--- config.mk ---
export PLATFORM = sky130hd
export DESIGN_NAME = hazard_ctrl
export DESIGN_NICKNAME = d
export VERILOG_FILES = /design/src/rtl/hazard_ctrl.sv
export SDC_FILE = /design/constraint.sdc
export NUM_CORES = 1
export LEC_CHECK = 0
export CORE_MARGIN = 4
export CORE_UTILIZATION = 39
export DETAILED_ROUTE_END_ITERATION = 12
export PLACE_DENSITY = 0.83
export RECOVER_POWER = 100
export SYNTH_ARGS = -nofsm -noshare
export SYNTH_HDL_FRONTEND = slang
export SYNTH_SLANG_ARGS = --single-unit
--- constraint.sdc ---
create_clock -name clk -period 2.6 [get_ports clk]
set_clock_uncertainty 0.05 [all_clocks]
set_input_delay 0.65 -clock clk [delete_from_list [all_inputs] [get_ports clk]]
set_output_delay 0.65 -clock clk [all_outputs]
set_load 0.05 [all_outputs]
--- src/rtl/hazard_ctrl.sv ---
// hazard_ctrl
// Pipeline hazard and stall controller for the 5-stage MIPS core. Produces
// the write enables and control-field flushes for the PC, IF/ID and ID/EX
// pipeline registers. It covers load-use interlocks, EX-resolved redirects
// and multi-cycle multiply/divide freezes.
//
// Handshake note: this block has no valid/ready pairs. Every strobe is a
// level that is valid for the current cycle and is consumed at the next
// rising edge of clk by the pipeline register it controls.
//
// Parameters:
//   MD_LAT           total freeze cycles for mult/div in EX (legal 2..255)
// Ports:
//   clk, rst         core clock; asynchronous active-low reset
//   ID_rs, ID_rt     source registers of the ID instruction
//   ID_uses_rt       ID instruction reads rt
//   EX_MemRead       EX instruction is a load
//   EX_rt            destination of the load in EX
//   EX_Branch_taken  EX branch resolved taken
//   EX_jump, EX_jr   jump / jump-register in EX
//   EX_md_start      EX instruction is mult/div
//   PC_Write, IFID_Write, IDEX_Write   register write enables
//   IFID_Flush, IDEX_Flush             register control-field clears
//   md_busy          freeze active this cycle
//   md_done          registered pulse in the first cycle after a freeze
//   dbg_state        current FSM state (0 = IDLE, 1 = MD)
// Optional build macro HAZARD_STATS_EN adds:
//   stall_cycles     count of cycles with PC_Write = 0 (wraps at 2^32)
//   flush_count      count of cycles with IFID_Flush = 1 (wraps at 2^32)

module hazard_ctrl #(
    parameter int MD_LAT = 4
) (
    input  logic       clk,
    input  logic       rst,
    input  logic [4:0] ID_rs,
    input  logic [4:0] ID_rt,
    input  logic       ID_uses_rt,
    input  logic       EX_MemRead,
    input  logic [4:0] EX_rt,
    input  logic       EX_Branch_taken,
    input  logic       EX_jump,
    input  logic       EX_jr,
    input  logic       EX_md_start,
    output logic       PC_Write,
    output logic       IFID_Write,
    output logic       IDEX_Write,
    output logic       IFID_Flush,
    output logic       IDEX_Flush,
    output logic       md_busy,
    output logic       md_done,
    output logic       dbg_state
`ifdef HAZARD_STATS_EN
    ,
    output logic [31:0] stall_cycles,
    output logic [31:0] flush_count
`endif
);

    typedef enum logic {
        IDLE = 1'b0,
        MD   = 1'b1
    } state_t;

    // The entry cycle is the first freeze cycle, so MD holds MD_LAT-1 cycles.
    localparam logic [7:0] MD_CNT_INIT = 8'(MD_LAT - 1);

    state_t     state, state_nxt;
    logic [7:0] cnt, cnt_nxt;
    logic       md_done_q, md_done_nxt;

    logic redirect;
    logic lduse;
    logic md_go;

    assign redirect = EX_Branch_taken | EX_jump | EX_jr;
    assign lduse    = EX_MemRead & (EX_rt != 5'd0) &
                      ((EX_rt == ID_rs) | (ID_uses_rt & (EX_rt == ID_rt)));
    // The mult/div stays in EX during its own freeze; md_done masks the
    // still-held start so it does not immediately re-trigger.
    assign md_go    = EX_md_start & ~md_done_q;

    always_ff @(posedge clk or negedge rst) begin
        if (!rst) begin
            state     <= IDLE;
            cnt       <= 8'd0;
            md_done_q <= 1'b0;
        end else begin
            state     <= state_nxt;
            cnt       <= cnt_nxt;
            md_done_q <= md_done_nxt;
        end
    end

    always_comb begin
        state_nxt   = state;
        cnt_nxt     = cnt;
        md_done_nxt = 1'b0;
        PC_Write    = 1'b1;
        IFID_Write  = 1'b1;
        IDEX_Write  = 1'b1;
        IFID_Flush  = 1'b0;
        IDEX_Flush  = 1'b0;
        md_busy     = 1'b0;

        case (state)
            IDLE: begin
                if (redirect) begin
                    // ID instruction is wrong-path, so its load-use is moot.
                    IFID_Flush = 1'b1;
                    IDEX_Flush = 1'b1;
                end else if (md_go) begin
                    PC_Write   = 1'b0;
                    IFID_Write = 1'b0;
                    IDEX_Write = 1'b0;
                    md_busy    = 1'b1;
                    state_nxt  = MD;
                    cnt_nxt    = MD_CNT_INIT;
                end else if (lduse) begin
                    // Hold PC and IF/ID, insert a bubble into ID/EX.
                    PC_Write   = 1'b0;
                    IFID_Write = 1'b0;
                    IDEX_Flush = 1'b1;
                end
            end
            MD: begin
                PC_Write   = 1'b0;
                IFID_Write = 1'b0;
                IDEX_Write = 1'b0;
                md_busy    = 1'b1;
                cnt_nxt    = cnt - 8'd1;
                if (cnt == 8'd1) begin
                    state_nxt   = IDLE;
                    md_done_nxt = 1'b1;
                end
            end
            default: begin
                state_nxt = IDLE;
            end
        endcase

        // Reset overrides the strobes immediately, not at the next edge.
        if (!rst) begin
            PC_Write   = 1'b1;
            IFID_Write = 1'b1;
            IDEX_Write = 1'b1;
            IFID_Flush = 1'b0;
            IDEX_Flush = 1'b0;
            md_busy    = 1'b0;
        end
    end

    assign md_done   = md_done_q;
    assign dbg_state = state;

`ifdef HAZARD_STATS_EN
    always_ff @(posedge clk or negedge rst) begin
        if (!rst) begin
            stall_cycles <= 32'd0;
            flush_count  <= 32'd0;
        end else begin
            if (!PC_Write)
                stall_cycles <= stall_cycles + 32'd1;
            if (IFID_Flush)
                flush_count <= flush_count + 32'd1;
        end
    end
`endif

endmodule

==> flow_metrics.py <==
metrics = {
    "floorplanning": {
        "ioPinCount": 31,
        "initial_core_util": 0.426,
        "core_sq_um": 1540,
        "die-area_sq_um": 2400,
        "num_rows": 14,
        "die_w_um": 49.0,
        "die_y_um": 49.0,
    },
    "finish": {
        "final_cells": 136,
        "fin_nets": 147,
        "area_delta_synth_final_pct": 82.9,
        "drive_above_1_share": 0.392,
        "num_antenna_cells": 0,
        "fin_area_sq_um": 1200,
    },
    "worst_setup_path": {
        "critPathLaunchType": "primary input",
        "max_stage_delay_ns": 0.54,
        "reg2reg_depth": 4,
        "reg2reg_from": "dbg_state$_DFF_PN0_",
        "arrival_ns": 1.84,
        "reg2reg_to": "cnt[5]$_DFFE_PN0P_",
        "crit_path_top_delay_cell": "clkdlybuf4s50_1",
        "r2r_slack_ns": 0.82,
        "path_cells": "clkdlybuf4s50_1 > a31oi_4 > and3_4 > o21bai_4 > buf_12",
        "startpoint": "EX_md_start",
        "critPathRequiredTime_ns": 1.90,
        "cp-end-kind": "primary output",
        "path_delay_family": "buffers and inverters",
        "path_buf_inv": 2,
        "cp_max_fo": 4,
        "crit_type": "primary input to primary output",
    },
    "synth": {
        "synthTopCellsByArea": "dfrtp_1, xor2_1, nand3_1",
        "synth.distinct_cells": 32,
        "synthesis.area_sq_um": 657,
        "synth_top_cell_by_area": "dfrtp_1",
        "synth_fa_ha_area_frac": 0.0381,
        "synth_top_family_by_area": "simple AND/OR/NAND/NOR gates",
        "syn_nets": 95,
        "synth_compound_area_frac": 0.126,
        "synth_xor_area_frac": 0.133,
        "netlist_instances": 70,
        "synth_seq_area_share": 0.381,
        "avgSynthCellArea_sq_um": 9.38,
        "yosysTopAreaCellShare": 0.381,
        "yosys.area_share.simple": 0.261,
        "synthMuxAreaShare": 0.0152,
        "ys_ff_latch": 10,
        "ys_warn_count": 0,
    },
    "global_routing": {
        "antenna_found_initial": 0,
        "grt_pass1_vias": 790,
        "overflow": 0,
        "grt_usage": 0.215,
        "grt_max_degree": 12,
        "grt_first_pass_wirelength_um": 4100,
    },
    "hold_path": {
        "hold_path.class": "register to register",
        "min_to": "cnt[7]$_DFFE_PN0P_",
        "hold_path_startpoint": "cnt[7]$_DFFE_PN0P_",
        "hold_depth": 1,
    },
    "clock_tree": {
        "cts_tree": "done",
        "h-tree-depth": 1,
        "hold_buffers": 0,
        "clock-sinks": 10,
        "clk_path_buf_depth": 2,
        "cts_buffers": 3,
        "clk-insertion-delay-late_ns": 0.25,
        "root_buffer": "clkbuf_4",
        "path_clk_slew_ns": 0.06,
    },
    "place": {
        "hpwl_um": 1650,
        "place_inst": 123,
        "place_area_sq_um": 1090,
        "portBuffers": 30,
        "place_congestion": 0.748,
    },
    "outcome": {
        "status": "finished, final reports clean",
    },
    "sta": {
        "fin_crit_sh": 0.976,
        "slew_headroom": 0.632,
        "fmax_mhz": 394,
        "hold_viol_final": 0,
        "rsz0062_at_grt": "true",
        "setup_violations": 0,
        "fin_crit_ns": 2.54,
        "worst_pin_slew_ns": 0.552,
        "drv_slew": 0,
    },
    "drt": {
        "vias": 762,
        "drt_first_pass_iters": 4,
        "vias_per_cell": 5.60,
        "wirelength_um": 2320,
        "drc": 0,
        "drtIter0Drc": 24,
        "wl_per_cell_um": 17.1,
        "drtAntennaViolNets": 0,
    },
    "power": {
        "p_leak_nw": 0.561,
        "fin_total_pwr_w": 0.000886,
        "vdd_ir_drop_max_mv": 0.675,
        "power_density_nw_per_um2": 737,
    },
    "job": {
        "cap_violations": 0,
    },
}
## Yosys cell counts
cell	count
or4_1	2
a32oi_1	1
dfrtp_1	10
xor2_1	9
nand2b_1	1
nand4b_1	1
buf_6	1
mux2i_1	1
nand4_1	1
nor4_1	2
nand2_1	2
a22oi_1	1
o2111ai_1	1
nand3b_1	1
o21ai_0	6
or2_2	1
and3_1	1
or4b_4	1
nor2_1	5
nand3_1	6
nor2b_1	1
inv_1	3
nor3_1	2
and4b_1	1
or3_1	1
o21bai_1	1
o31a_1	1
ha_1	2
xnor2_1	1
buf_4	1
o21ai_1	1
a31oi_1	1
## flip-flops by register name, summed over array words and instances (netlist names)
| name | cells |
|---|---|
| dbg_state | 1 |
| md_done | 1 |
| cnt | 8 |
## power breakdown
part / leakage [nW] / switching [W] / internal [W]
combinational: 0.427 / 0.000252 / 0.000223
clock: 0.0138 / 0.0000458 / 0.0000531
sequential: 0.120 / 0.0000842 / 0.000227
total: 0.561 / 0.000382 / 0.000503
## worst max-delay path by stage
stage | endpoint | slack [ns] | depth (start not counted)
after floorplan | PC_Write | 0.02 | 5
after global placement | IFID_Write | -0.40 | 6
after detailed placement | PC_Write | -0.46 | 6
after CTS | PC_Write | 0.0002 | 6
after global routing | IDEX_Flush | -0.02 | 7
final | IDEX_Flush | 0.06 | 5
## logic make-up after synthesis
family                     count (synthesis)
and+or+nand+nor                           29
AOI/OAI and AO/OA                         13
buffers and inverters                      5
DFF                                       10
adders and majority gates                  2
xor gates and xnor gates                  10
muxes                                      1
## layer usage
metal | routed length [um] | GRT usage
met4 | 0 | 0.0135
met1 | 918 | 0.263
met3 | 142 | 0.0489
met2 | 1260 | 0.393
met5 | 0 | 0
## cell usage in the layout (no fill, tap or decap), types with 2 or more instances in the layout
master	instances
buf_12	4
buf_2	4
buf_4	15
buf_6	2
clkbuf_1	2
clkbuf_4	7
clkdlybuf4s50_1	4
dfrtp_1	10
dlygate4sd2_1	9
dlygate4sd3_1	2
ha_1	2
inv_1	3
nand2_1	2
nand3_1	6
nor2_1	3
nor2_2	2
nor4_1	2
o21ai_0	4
o21ai_1	2
xor2_1	9
## per-stage QoR
| step | util | setup slack [ns] | hold slack [ns] | setup TNS (ns) |
|---|---|---|---|---|
| finish | 0.779 | 0.0629 | 0.436 | 0 |
| global route | 0.779 | -0.0162 | 0.457 | -0.0275 |
| CTS | 0.777 | 0.000171 | 0.443 | 0 |
| detailed placement | 0.710 | -0.460 | 0.430 | -1.26 |
| global placement | 0.710 | -0.403 | 0.426 | -1.09 |
| floorplan | - | 0.0202 | 0.304 | 0 |
## area by class of cell
class / count / area (sq um)
clock buffer: 3 / 22.5
tap: 16 / 20.0
inverter: 3 / 11.3
timing repair buffer: 49 / 442
sequential: 10 / 250
fill: 108 / 340
multi-input combinational: 55 / 455
## timing repair
action                                 in CTS  in global routing
pin swaps                                  16                  7
endpoints found under the hold margin       0                  0
setup endpoints to repair                   4                  3
setup buffers                              10                  1
resized for setup                          54                  6
(Power assumes the default switching activity.)
